`config.mk`:
```
export PLATFORM = sky130hd
export DESIGN_NAME = camera_frame_tracker
export DESIGN_NICKNAME = d
export VERILOG_FILES = /design/src/rtl/camera_frame_tracker.sv
export SDC_FILE = /design/constraint.sdc
export NUM_CORES = 1
export LEC_CHECK = 0
export CAP_MARGIN = 40
export CORE_ASPECT_RATIO = 0.8
export CORE_UTILIZATION = 51
export DETAILED_ROUTE_END_ITERATION = 8
export PLACE_DENSITY = 0.89
export SYNTH_ARGS = -nofsm -noshare
export SYNTH_HDL_FRONTEND = slang
export SYNTH_SLANG_ARGS = --single-unit
```
`constraint.sdc`:
```
create_clock -name clk_pixel_in -period 3.35 [get_ports clk_pixel_in]
set_clock_uncertainty 0.05 [all_clocks]
set_input_delay 0.67 -clock clk_pixel_in [delete_from_list [all_inputs] [get_ports clk_pixel_in]]
set_output_delay 0.67 -clock clk_pixel_in [all_outputs]
set_load 0.03 [all_outputs]
```
`src/rtl/camera_frame_tracker.sv`:
```
// Tags camera pixels with (hcount, vcount), pulses frame start/done, checks row/frame geometry.
// Pixel latency 1 cycle; no backpressure, so the consumer must take every valid_out beat.
module camera_frame_tracker #(
  parameter int H_ACTIVE     = 1280,
  parameter int V_ACTIVE     = 720,
  parameter int HCOUNT_WIDTH = 11,
  parameter int VCOUNT_WIDTH = 10
) (
  input  logic                    clk_pixel_in,
  input  logic                    rst_in,
  input  logic                    hs_cam_in,
  input  logic                    vs_cam_in,
  input  logic [15:0]             data_in,
  input  logic                    valid_in,
  input  logic                    err_clear_in,
  output logic [15:0]             pixel_out,
  output logic [HCOUNT_WIDTH-1:0] hcount_out,
  output logic [VCOUNT_WIDTH-1:0] vcount_out,
  output logic                    valid_out,
  output logic                    frame_start_out,
  output logic                    frame_done_out,
  output logic [HCOUNT_WIDTH-1:0] row_len_out,
  output logic [VCOUNT_WIDTH-1:0] row_count_out,
  output logic                    row_err_out,
  output logic                    frame_err_out
);

  localparam logic [HCOUNT_WIDTH-1:0] H_LIM = HCOUNT_WIDTH'(H_ACTIVE);
  localparam logic [VCOUNT_WIDTH-1:0] V_LIM = VCOUNT_WIDTH'(V_ACTIVE);

  typedef enum logic [1:0] {SYNC, IDLE, FRAME} state_t;

  state_t                  state, state_nxt;
  logic                    hs_prev, vs_prev;
  logic [HCOUNT_WIDTH-1:0] hcount;
  logic [VCOUNT_WIDTH-1:0] vcount;
  logic                    row_open;

  logic                    hs_fall, vs_fall, vs_rise;
  logic                    in_frame, pix, in_range, accept, open_eff;
  logic                    row_close, frame_close, row_set, frame_set;
  logic [HCOUNT_WIDTH-1:0] hcount_inc, len_now;
  logic [VCOUNT_WIDTH-1:0] vcount_inc, rows_now;

  always_comb begin
    hs_fall     = hs_prev & ~hs_cam_in;
    vs_fall     = vs_prev & ~vs_cam_in;
    vs_rise     = ~vs_prev & vs_cam_in;
    in_frame    = (state == FRAME);
    pix         = in_frame & valid_in;
    in_range    = (hcount < H_LIM) && (vcount < V_LIM);
    accept      = pix & in_range;
    hcount_inc  = (&hcount) ? hcount : hcount + HCOUNT_WIDTH'(1);
    vcount_inc  = (&vcount) ? vcount : vcount + VCOUNT_WIDTH'(1);
    // A pixel arriving on the closing edge still belongs to the row being closed.
    len_now     = pix ? hcount_inc : hcount;
    open_eff    = row_open | pix;
    row_close   = in_frame & open_eff & (hs_fall | vs_fall);
    frame_close = in_frame & vs_fall;
    rows_now    = row_close ? vcount_inc : vcount;
    row_set     = row_close && (len_now != H_LIM);
    frame_set   = (pix & ~in_range) | (frame_close && (rows_now != V_LIM));
  end

  always_comb begin
    state_nxt = state;
    case (state)
      SYNC:    if (!vs_cam_in) state_nxt = IDLE;
      IDLE:    if (vs_rise)    state_nxt = FRAME;
      FRAME:   if (vs_fall)    state_nxt = IDLE;
      default:                 state_nxt = SYNC;
    endcase
  end

  always_ff @(posedge clk_pixel_in or posedge rst_in) begin
    if (rst_in) state <= SYNC;
    else        state <= state_nxt;
  end

  always_ff @(posedge clk_pixel_in or posedge rst_in) begin
    if (rst_in) begin
      hs_prev         <= 1'b0;
      vs_prev         <= 1'b0;
      hcount          <= '0;
      vcount          <= '0;
      row_open        <= 1'b0;
      pixel_out       <= '0;
      hcount_out      <= '0;
      vcount_out      <= '0;
      valid_out       <= 1'b0;
      frame_start_out <= 1'b0;
      frame_done_out  <= 1'b0;
      row_len_out     <= '0;
      row_count_out   <= '0;
      row_err_out     <= 1'b0;
      frame_err_out   <= 1'b0;
    end else begin
      hs_prev         <= hs_cam_in;
      vs_prev         <= vs_cam_in;
      valid_out       <= accept;
      frame_start_out <= accept && (hcount == '0) && (vcount == '0);
      frame_done_out  <= frame_close;

      if (accept) begin
        pixel_out  <= data_in;
        hcount_out <= hcount;
        vcount_out <= vcount;
      end

      if ((state == IDLE) && vs_rise) begin
        hcount   <= '0;
        vcount   <= '0;
        row_open <= 1'b0;
      end else if (in_frame) begin
        if (row_close) begin
          hcount      <= '0;
          vcount      <= vcount_inc;
          row_open    <= 1'b0;
          row_len_out <= len_now;
        end else begin
          hcount   <= len_now;
          row_open <= open_eff;
        end
      end

      if (frame_close) row_count_out <= rows_now;

      // Error sets win over a coincident clear.
      if (row_set)           row_err_out <= 1'b1;
      else if (err_clear_in) row_err_out <= 1'b0;

      if (frame_set)         frame_err_out <= 1'b1;
      else if (err_clear_in) frame_err_out <= 1'b0;
    end
  end

endmodule

```
==> results of run 1 <==
-- power by group --
group | total, uW | internal [uW] | switching [uW] | leakage (uW)
logic | 492 | 201 | 291 | 0.00104
clock network | 734 | 344 | 390 | 0.0000921
registers | 1200 | 1150 | 48.4 | 0.00122
total | 2430 | 1700 | 729 | 0.00234
-- state kept, by name (all words and copies together), names as in the netlist, 2 cells and up --
register       flops
vcount            10
vcount_out        10
hcount_out        11
state              2
row_count_out     10
pixel_out         16
hcount            11
row_len_out       11
-- layout make-up --
cell class | instances | area share (%)
clock buffers | 9 | 2.35
inverters | 10 | 0.736
repair buffers | 92 | 17.3
well taps | 108 | 2.56
multi-input cells | 336 | 33.5
flip-flops and latches | 89 | 42.3
clock inverters | 6 | 1.28
-- synthesized netlist by cell type (all sizes together) (4+ instances only) --
cell type,instances,share of area [%]
a21oi,15,1.9
a31oi,4,0.60
buf,12,1.9
clkbuf,21,1.9
dfrtp,89,53
ha,4,1.2
inv,9,0.81
mux2i,10,2.4
nand2,160,14
nand2b,5,0.81
nand3,10,1.3
nand4,7,1.0
nor2,20,1.8
nor3,4,0.48
o21ai,42,5.0
xor2,5,1.0
-- worst max-delay path: cells and delay by family --
kind                   cells  cell delay, ps
and+or+nand+nor            3             890
AOI/OAI and AO/OA          3             670
buffers and inverters      1             480
-- layout by cell type, fill, tap and decap left out, drive strengths merged, types with 3 or more instances in the layout --
master	n
nor4	3
a31oi	4
nand4	7
nor3	4
dfrtp	89
a21oi	15
mux2i	10
xor2	5
o31ai	3
clkbuf	9
clkdlybuf4s50	84
buf	8
nor2	20
nand3	10
a22o	3
inv	10
nand2	160
ha	4
nand2b	5
and4	3
mux2	3
nand4b	3
o21ai	42
clkinv	3
-- through the flow --
| step | hold slack, ps | area [sq um] | setup slack (ps) | util (%) |
|---|---|---|---|---|
| CTS | 434 | 5270 | 854 | 66.3 |
| global route | 451 | 5270 | 722 | 66.3 |
| finish | 430 | 5270 | 821 | 66.3 |
| floorplan | 436 | 4190 | 323 | - |
| global placement | 406 | 5080 | 545 | 63.9 |
| detailed placement | 411 | 5080 | 465 | 63.9 |
-- worst paths after layout --
kind                            slack, ps  cells past startpoint         start       endpoint
min in group asynchronous             680                      2        rst_in   pixel_out[0]
worst max register to register       1010                      7     vcount[0]  frame_err_out
worst min register to register        430                      2  pixel_out[0]   pixel_out[0]
worst max-delay path                  820                      7     vs_cam_in  frame_err_out
worst min-delay path                  430                      2  pixel_out[0]   pixel_out[0]
max in group asynchronous            1890                      3        rst_in  frame_err_out
-- logic make-up (layout without fill, tap and decap cells) --
family	count (synthesis)	after routing
adder cells (fa/ha/maj)	4	4
multiplexers	13	13
AND/OR/NAND/NOR	231	231
flip-flops	89	89
buffers and inverters	43	117
AO/OA/AOI/OAI	81	81
XOR/XNOR	7	7
-- routing by layer --
metal | vias up | global-route usage [%] | part of all wire (%)
met5 | - | 0 | 0
met4 | 0 | 4.74 | 0.54
met3 | 8 | 8.00 | 8.7
met2 | 159 | 36.3 | 44
met1 | 1702 | 38.9 | 47
li1 | 1697 | - | -
==> impl_results.md, run 1 <==
- LEAKAGE: about 0.0023 uW
- Post-synthesis compound-gate area fraction: 11.9%
- Fmax: ~0.40 GHz
- Crit path time final: 2530 ps
- CTS tree: done
- Total GRT Usage: 25.6%
- Total die area: 8580 sq um
- Clock transition at path regs: 80 ps
- Worst Tran Pin Value: between 800 and 900 ps
- Max_cap viols: 0
- CORE AREA: about 7900 sq um
- Maximum VDD drop: 0.000323 V
- Largest family of logic cells by synthesized area: simple AND/OR/NAND/NOR gates
- Total chip power: ~2400 uW
- NumNets Final: 564
- Mapped Nets: 494
- Ys async rst share: 100%
- Congestion Overflow GR: 0
- Register area share after synthesis: 53.2%
- Hold Violations, Final: 0
- Largest net degree at the start of global routing: 48
- ANT cells: 0
- Most common flop cell mapped by yosys: dfrtp_1
- DRC violations left: 0
- Area of the multi-input gates: approximately 1800 sq um
- RSZ-0062 raised after global routing: false
- Initial antenna violation count: 0
- Via count: between 3000 and 4000
- Flops & latches, synth: 89
- Num ports: 85
- Final slew viol count: 0
- Fin crit share: 75.5%
- Layout Area Growth over Synthesis: 25.8%
- Post-Synth Simple-Gate Area: 24.4%
- Filler cells: 633
- Mapped Cells: 468
- Clk sinks: 89
- Number of global-route vias before repair: 3312
- CP Max Fanout: 11
- Seq. cell area: around 2200 sq um
- Share of layout cells above drive strength 1: 5.90%
- 1st-iter DRT viols: 295
- Gpl congestion: 0.954
- Fin cells: 650
- Setup CP Type: input port to flip-flop
- Worst Setup End Kind: flip-flop
- Root buffer cell: clkbuf_8
- Number of buffers created by CTS: 9
- Die height: between 80 and 90 um
- Syn avg cell area: 8.95 sq um
- Post-synthesis xor/xnor area fraction: 1.46%
- Count of input and output buffers: 84
- Slowest CP cell: clkdlybuf4s50_1
- Hold_buf cts: 0
- CP max stage delay: 480 ps
- Post-CTS Setup Bufs: 0
- Max Buffers Root-to-Sink: 2
- Synth warn: 0
- Status: complete, no violations
- Final setup vio count: 0
- Detail Route Antenna Nets: 0
- Crit path required time: 3540 ps
- Count of different cell masters after synthesis: 52
- Cell row count: 29
- Final WL: around 10 mm
- CP cell instances: clkdlybuf4s50_1, nand2b_1, a211oi_4, and2_1, and4_1, o2111ai_1, o31a_1
- Post-CTS Resized: 0
- Setup crit start kind: input port
- Placed insts: 635
- TritonRoute pass-1 iters: 5
- Worst-Skew Late Latency: 360 ps
- Adder-cell area share of the yosys netlist: approximately 1.2%
- Initial Util: 52.7%
- Vias per cell: 5.49
- Post-synth EDFFs: 0
- Critical path arrival: roughly 2700 ps
- Fin Setup TNS: 0 ps
- Final HPWL DP: between 7 and 8 mm
- Post-synthesis cell area: 4190 sq um
- P per Cell Area: 461 nW/um^2
- H-tree levels: 3
- Multiplexer share of the synthesized area: between 3 and 4%
- Worst slew margin: 40.5%
- Hold Path Class: flip-flop to flip-flop
- First-pass GRT wire length: between 15 and 20 mm
- Die outline width: 103 um
- Wire per inst: 15.7 um
Power figures use the tool's default switching activity.
==> run 2: changes to the inputs <==
--- a/config.mk
+++ b/config.mk
@@ -7,9 +7,9 @@
 export LEC_CHECK = 0
 export CAP_MARGIN = 40
 export CORE_ASPECT_RATIO = 0.8
-export CORE_UTILIZATION = 51
+export CORE_UTILIZATION = 46
 export DETAILED_ROUTE_END_ITERATION = 8
-export PLACE_DENSITY = 0.89
+export PLACE_DENSITY = 0.86
 export SYNTH_ARGS = -nofsm -noshare
 export SYNTH_HDL_FRONTEND = slang
 export SYNTH_SLANG_ARGS = --single-unit
==> constraint.sdc (replaced) <==
create_clock -name clk_pixel_in -period 2.3 [get_ports clk_pixel_in]
set_clock_uncertainty 0.05 [all_clocks]
set_input_delay 0.46 -clock clk_pixel_in [delete_from_list [all_inputs] [get_ports clk_pixel_in]]
set_output_delay 0.46 -clock clk_pixel_in [all_outputs]
set_load 0.03 [all_outputs]
==> impl_results.md, run 2 (synthesis gave the netlist of run 1 again) <==
- Worst hold stages: 2 (unchanged)
- Setup CP Type: input port to flip-flop
- Wire per inst: 15.8 um (+0.34%)
- ANT cells: 0 (unchanged)
- RSZ-0062 raised after global routing: false
- CP Max Fanout: 4 (-7)
- Sequential Power Share: 43.9% (-5.6 points)
- Via count: 3754 (+5.3%)
- Largest net degree at the start of global routing: 48 (unchanged)
- Sw Ratio: 27.6% (-2.4 points)
- Maximum VDD drop: 0.000863 V (+170%)
- Root buffer cell: clkbuf_16
- Num ports: 85 (unchanged)
- Flop2flop setup slack: 160 ps (-850 ps)
- Max Buffers Root-to-Sink: 2 (unchanged)
- Switching power summed over all nets: 1100 uW (+52%)
- Initial antenna violation count: 0 (unchanged)
- Status: complete, no violations
- Hold Path Class: flip-flop to flip-flop
- NumNets Final: 601 (+6.6%)
- Gpl congestion: 1.01 (+6.0%)
- Min-Delay Endpoint: hcount_out[10]
- Finished layout cell area: 5690 sq um (+7.9%)
- Hold Violations, Final: 0 (unchanged)
- FF-to-FF End: row_err_out
- Final HPWL DP: 8.11 mm (+10%)
- Cell row count: 30 (+3.4%)
- Number of buffers created by CTS: 9 (unchanged)
- Number of global-route vias before repair: 3606 (+8.9%)
- Max_cap viols: 0 (unchanged)
- Crit path time final: around 2200 ps
- Congestion Overflow GR: 0 (unchanged)
- Worst Tran Pin Value: 534 ps (-358 ps)
- Vias per cell: 5.42 (-1.1%)
- DRC violations left: 0 (unchanged)
- Final slew viol count: 0 (unchanged)
- CORE AREA: 8670 sq um (+9.1%)
- Area after DPL: 5380 sq um (+5.9%)
- Fmax: around 0.46 GHz
- Die height: 87.4 um (+5.2%)
- Filler cells: 696 (+10%)
- Share of layout cells above drive strength 1: 11.9% (+6.0 points)
- Setup crit start kind: input port
- Worst slew margin: 64.3% (+24 points)
- Count of input and output buffers: 84 (unchanged)
- Max reg flops: 16 (unchanged)
- Worst Setup End Kind: flip-flop
- Worst-Skew Late Latency: 350 ps (about the same)
- TritonRoute pass-1 iters: 5 (unchanged)
- Detail Route Antenna Nets: 0 (unchanged)
- Reg-to-reg critical path startpoint: hcount[1]
- Clk sinks: 89 (unchanged)
- Clock transition at path regs: 60 ps (-20 ps)
- 1st-iter DRT viols: 343 (+16%)
- Post-CTS Setup Bufs: 0 (unchanged)
- Final WL: 10.9 mm (+6.8%)
- Worst Hold Launch: hcount_out[10]
- Commonest cells after routing, fill and taps aside: nand2_1, dfrtp_1, clkdlybuf4s50_1
- Comb power frac: 18.8% (-1.5 points)
- Final core utilization: 65.6% (-0.77 points)
- Most common cell after layout, fill and taps aside: nand2_1
- Die outline width: 109 um (+5.2%)
- Total GRT Usage: 24.5% (-1.1 points)
- Fin crit share: 95.5%
- Total chip power: 4000 uW (+65%)
- CTS tree: done
- H-tree levels: 3 (unchanged)
- Post-CTS Resized: 0 (unchanged)
- Critical path arrival: 2380 ps (-340 ps)
- FF-to-FF path depth: 7 (unchanged)
- Fin cells: 692 (+6.5%)
- Clock Power Share: 37.3% (+7.1 points)
- Final setup vio count: 0 (unchanged)
- Placed insts: 676 (+6.5%)
- Hold_buf cts: 0 (unchanged)
- Total die area: 9490 sq um (+11%)
- First-pass GRT wire length: 17.5 mm (+4.3%)
- P per Cell Area: 704 nW/um^2 (+53%)
- Pint: 2900 uW (+70%)
- Layout Area Growth over Synthesis: 35.7%
- Largest reg by FF count: pixel_out
- Initial Util: 48.3% (-4.4 points)
- LEAKAGE: 0.00258 uW (+10%)
- Crit path required time: 2480 ps (-1060 ps)
## run 2: cell count changes in the layout (fill, tap and decap cells not counted), sizes merged
| cell | before | now |
|---|---|---|
| buf | 8 | 45 |
| clkbuf | 9 | 12 |
| inv | 10 | 8 |
## run 2: through the flow
stage | TNS (ps) | hold WS (ps) | setup WS (ps)
6_report | 0 | 424 | 104
5_1_grt | 0 | 434 | 2.15
4_1_cts | 0 | 427 | 117
3_5_place_dp | -1710 | 412 | -237
3_3_place_gp | -1200 | 407 | -200
2_1_floorplan | 0 | 436 | 240
## run 2: layout make-up
class / instances / area, sq um / share of cell area [%]
repair buffers: 129 / 1200 / 21.2
multi-input cells: 336 / 1770 / 31.1
clock buffers: 12 / 256 / 4.51
inverters: 10 / 41.3 / 0.726
clock inverters: 4 / 51.3 / 0.902
well taps: 112 / 140 / 2.46
flip-flops and latches: 89 / 2230 / 39.2
## run 2: worst max-delay path, cell delays in order
cell and delay [ps]:
clkdlybuf4s50_1 420, nand2b_1 160, buf_4 150, a211o_1 360, nor2_1 150, mux2i_1 280
nand4bb_1 130, o31a_1 260
## run 2: worst max path at each step
stage,startpoint,endpoint,slack (ps),depth (start not counted)
6_report,hs_cam_in,frame_err_out,100,8
5_1_grt,vs_cam_in,frame_err_out,2,8
4_1_cts,hs_cam_in,frame_err_out,120,8
3_5_place_dp,hs_cam_in,frame_err_out,-240,8
3_3_place_gp,hs_cam_in,frame_err_out,-200,8
2_1_floorplan,valid_in,frame_err_out,240,7
## run 2: routing by layer
| layer | routed length (um) | vias to the layer above | part of all wire (%) | global-route usage [%] |
|---|---|---|---|---|
| met3 | 984 | 24 | 9.0 | 6.73 |
| met1 | 4880 | 1763 | 45 | 33.3 |
| met4 | 212 | 0 | 1.9 | 10.1 |
| li1 | - | 1781 | - | - |
| met2 | 4850 | 186 | 44 | 37.2 |
| met5 | 0 | - | 0 | 0 |
## run 2: power by group through the flow
stage,Clock (uW),Combinational (uW),Sequential (uW)
after floorplan,0,178,2000
after global placement,0,734,1770
after detailed placement,0,756,1780
after CTS,1520,760,1750
after global routing,1580,814,1770
final,1490,754,1760
==> run 3: changes to the inputs <==
--- a/config.mk
+++ b/config.mk
@@ -7,6 +7,7 @@
 export LEC_CHECK = 0
 export CAP_MARGIN = 40
 export CORE_ASPECT_RATIO = 0.8
+export CORE_MARGIN = 4
 export CORE_UTILIZATION = 46
 export DETAILED_ROUTE_END_ITERATION = 8
 export PLACE_DENSITY = 0.86
==> impl_results.md, run 3 (synthesis gave the netlist of run 1 again) <==
- 1st-iter DRT viols: 261 (-24%)
- Final setup vio count: 0 (unchanged)
- Max Buffers Root-to-Sink: 2 (unchanged)
- Total GRT Usage: 22.3% (-2.3 points)
- Setup CP Type: input port to flip-flop
- Vias per cell: 5.37 (-1.1%)
- Share of layout cells above drive strength 1: 12.2% (+0.34 points)
- Via count: 3713 (-1.1%)
- Cell row count: 30 (unchanged)
- Max_cap viols: 0 (unchanged)
- Worst Tran Pin Value: 537 ps (+3.41 ps)
- Clk sinks: 89 (unchanged)
- Count of input and output buffers: 84 (unchanged)
- CP Max Fanout: 4 (unchanged)
- Cell family with most CP delay: compound AO/OA/AOI/OAI gates
- Hold Violations, Final: 0 (unchanged)
- CORE AREA: 8670 sq um (unchanged)
- Status: complete, no violations
- Maximum VDD drop: 0.000597 V (-31%)
- Hold Path Class: flip-flop to flip-flop
- CP cell instances: clkdlybuf4s50_1, nand2b_1, buf_4, a211o_1, nor2_1, mux2i_1, nand4bb_1, o31a_1
- Total die area: 10700 sq um (+13%)
- P per Cell Area: 719 nW/um^2 (+2.1%)
- Filler cells: 708 (+1.7%)
- Largest net degree at the start of global routing: 64 (+33%)
- Initial Util: 48.3% (unchanged)
- Worst-Skew Late Latency: 340 ps (about the same)
- Die outline width: 115 um (+5.5%)
- Fin crit share: 95.1% (-0.43 points)
- Clock transition at path regs: 60 ps (about the same)
- Final HPWL DP: 8.31 mm (+2.5%)
- Crit path required time: 2480 ps (about the same)
- Number of buffers created by CTS: 9 (unchanged)
- Detail Route Antenna Nets: 0 (unchanged)
- NumNets Final: 601 (unchanged)
- Crit path time final: 2190 ps (-9.78 ps)
- Final slew viol count: 0 (unchanged)
- Worst Setup End Kind: flip-flop
- Gpl congestion: 0.955 (-5.6%)
- Largest reg by FF count: pixel_out
- Total chip power: 4100 uW (+2.5%)
- DRT met1 WL: 5.27 mm (+8.1%)
- H-tree levels: 3 (unchanged)
- Hold_buf cts: 0 (unchanged)
- Critical path arrival: 2370 ps (about the same)
- Wire per inst: 16.4 um (+3.9%)
- Metal3 WL: 974 um (-1.0%)
- DR WL met2: 4.96 mm (+2.2%)
- CP bufs+invs: 2 (unchanged)
- CP max stage delay: 420 ps (about the same)
- Slowest CP cell: clkdlybuf4s50_1
- Layout Area Growth over Synthesis: 36.3%
- First-pass GRT wire length: 18.9 mm (+7.6%)
- Commonest cells after routing, fill and taps aside: nand2_1, dfrtp_1, clkdlybuf4s50_1
- Initial antenna violation count: 0 (unchanged)
- Root buffer cell: clkbuf_16
- Max reg flops: 16 (unchanged)
- Finished layout cell area: 5710 sq um (+0.44%)
- Max layer used: met4
- CTS tree: done
- Final core utilization: 65.9% (+0.29 points)
- Congestion Overflow GR: 0 (unchanged)
- Fmax: 0.457 GHz (+0.45%)
- Most common cell after layout, fill and taps aside: nand2_1
- LEAKAGE: 0.00258 uW (about the same)
- Area after DPL: 5360 sq um (-0.37%)
- Final WL: 11.4 mm (+3.9%)
- Setup crit start kind: input port
- Num ports: 85 (unchanged)
- Worst slew margin: 64.1% (-0.23 points)
- DRC violations left: 0 (unchanged)
- Number of global-route vias before repair: 3584 (-0.61%)
- ANT cells: 0 (unchanged)
- TritonRoute pass-1 iters: 4 (-1)
- Die height: 93.4 um (+6.9%)
run 3: final timing paths:
kind	cells past startpoint	slack (ps)	startpoint	endpoint
hold reg to reg	2	420	pixel_out[3]	pixel_out[3]
hold / removal	2	420	pixel_out[3]	pixel_out[3]
max in group asynchronous	3	1390	rst_in	state[1]
min in group asynchronous	3	530	rst_in	hcount_out[1]
setup reg to reg	7	140	vcount[1]	frame_err_out
setup / recovery	8	110	hs_cam_in	frame_err_out
run 3: cell type report:
| cell class | count | area, sq um | share of cell area (%) |
|---|---|---|---|
| sequential | 89 | 2230 | 39.0 |
| multi-input combinational | 336 | 1780 | 31.2 |
| timing repair buffer | 129 | 1190 | 20.9 |
| clock buffer | 11 | 243 | 4.25 |
| tap | 112 | 140 | 2.45 |
| clock inverter | 5 | 87.6 | 1.53 |
| inverter | 10 | 41.3 | 0.723 |
run 3: metrics by stage:
step | setup slack, ps | setup TNS, ps | hold slack [ps] | cells
4_1_cts | 90.4 | 0 | 429 | 691
6_report | 113 | 0 | 421 | 692
5_1_grt | -16.0 | -16.0 | 442 | 692
2_1_floorplan | 240 | 0 | 436 | 468
3_5_place_dp | -213 | -1460 | 413 | 675
3_3_place_gp | -144 | -616 | 406 | 675
run 3: what timing repair did:
| action | CTS | global route |
|---|---|---|
| setup endpoints to repair | 1 | 2 |
| hold endpoints to repair | 0 | 0 |
| pin swaps | 0 | 0 |
| resized for setup | 1 | 2 |
| buffers inserted | 0 | 1 |
run 3: per-layer routing:
layer / GRT usage (%) / vias to the layer above
met4: 5.57 / 0
met5: 0 / -
li1: - / 1779
met3: 5.95 / 17
met2: 33.0 / 150
met1: 32.5 / 1767
run 3: where the power goes:
group | internal [uW] | leakage (uW) | total [uW] | switching, uW
clock | 991 | 0.000158 | 1610 | 615
combinational | 311 | 0.00121 | 748 | 437
sequential | 1680 | 0.00122 | 1750 | 65.4
total | 2990 | 0.00258 | 4100 | 1120
run 3: worst min-delay path, cell delays in order (launching register included):
cell	delay, ps
dfrtp_1	340
nand2_1	50
nand2_1	50
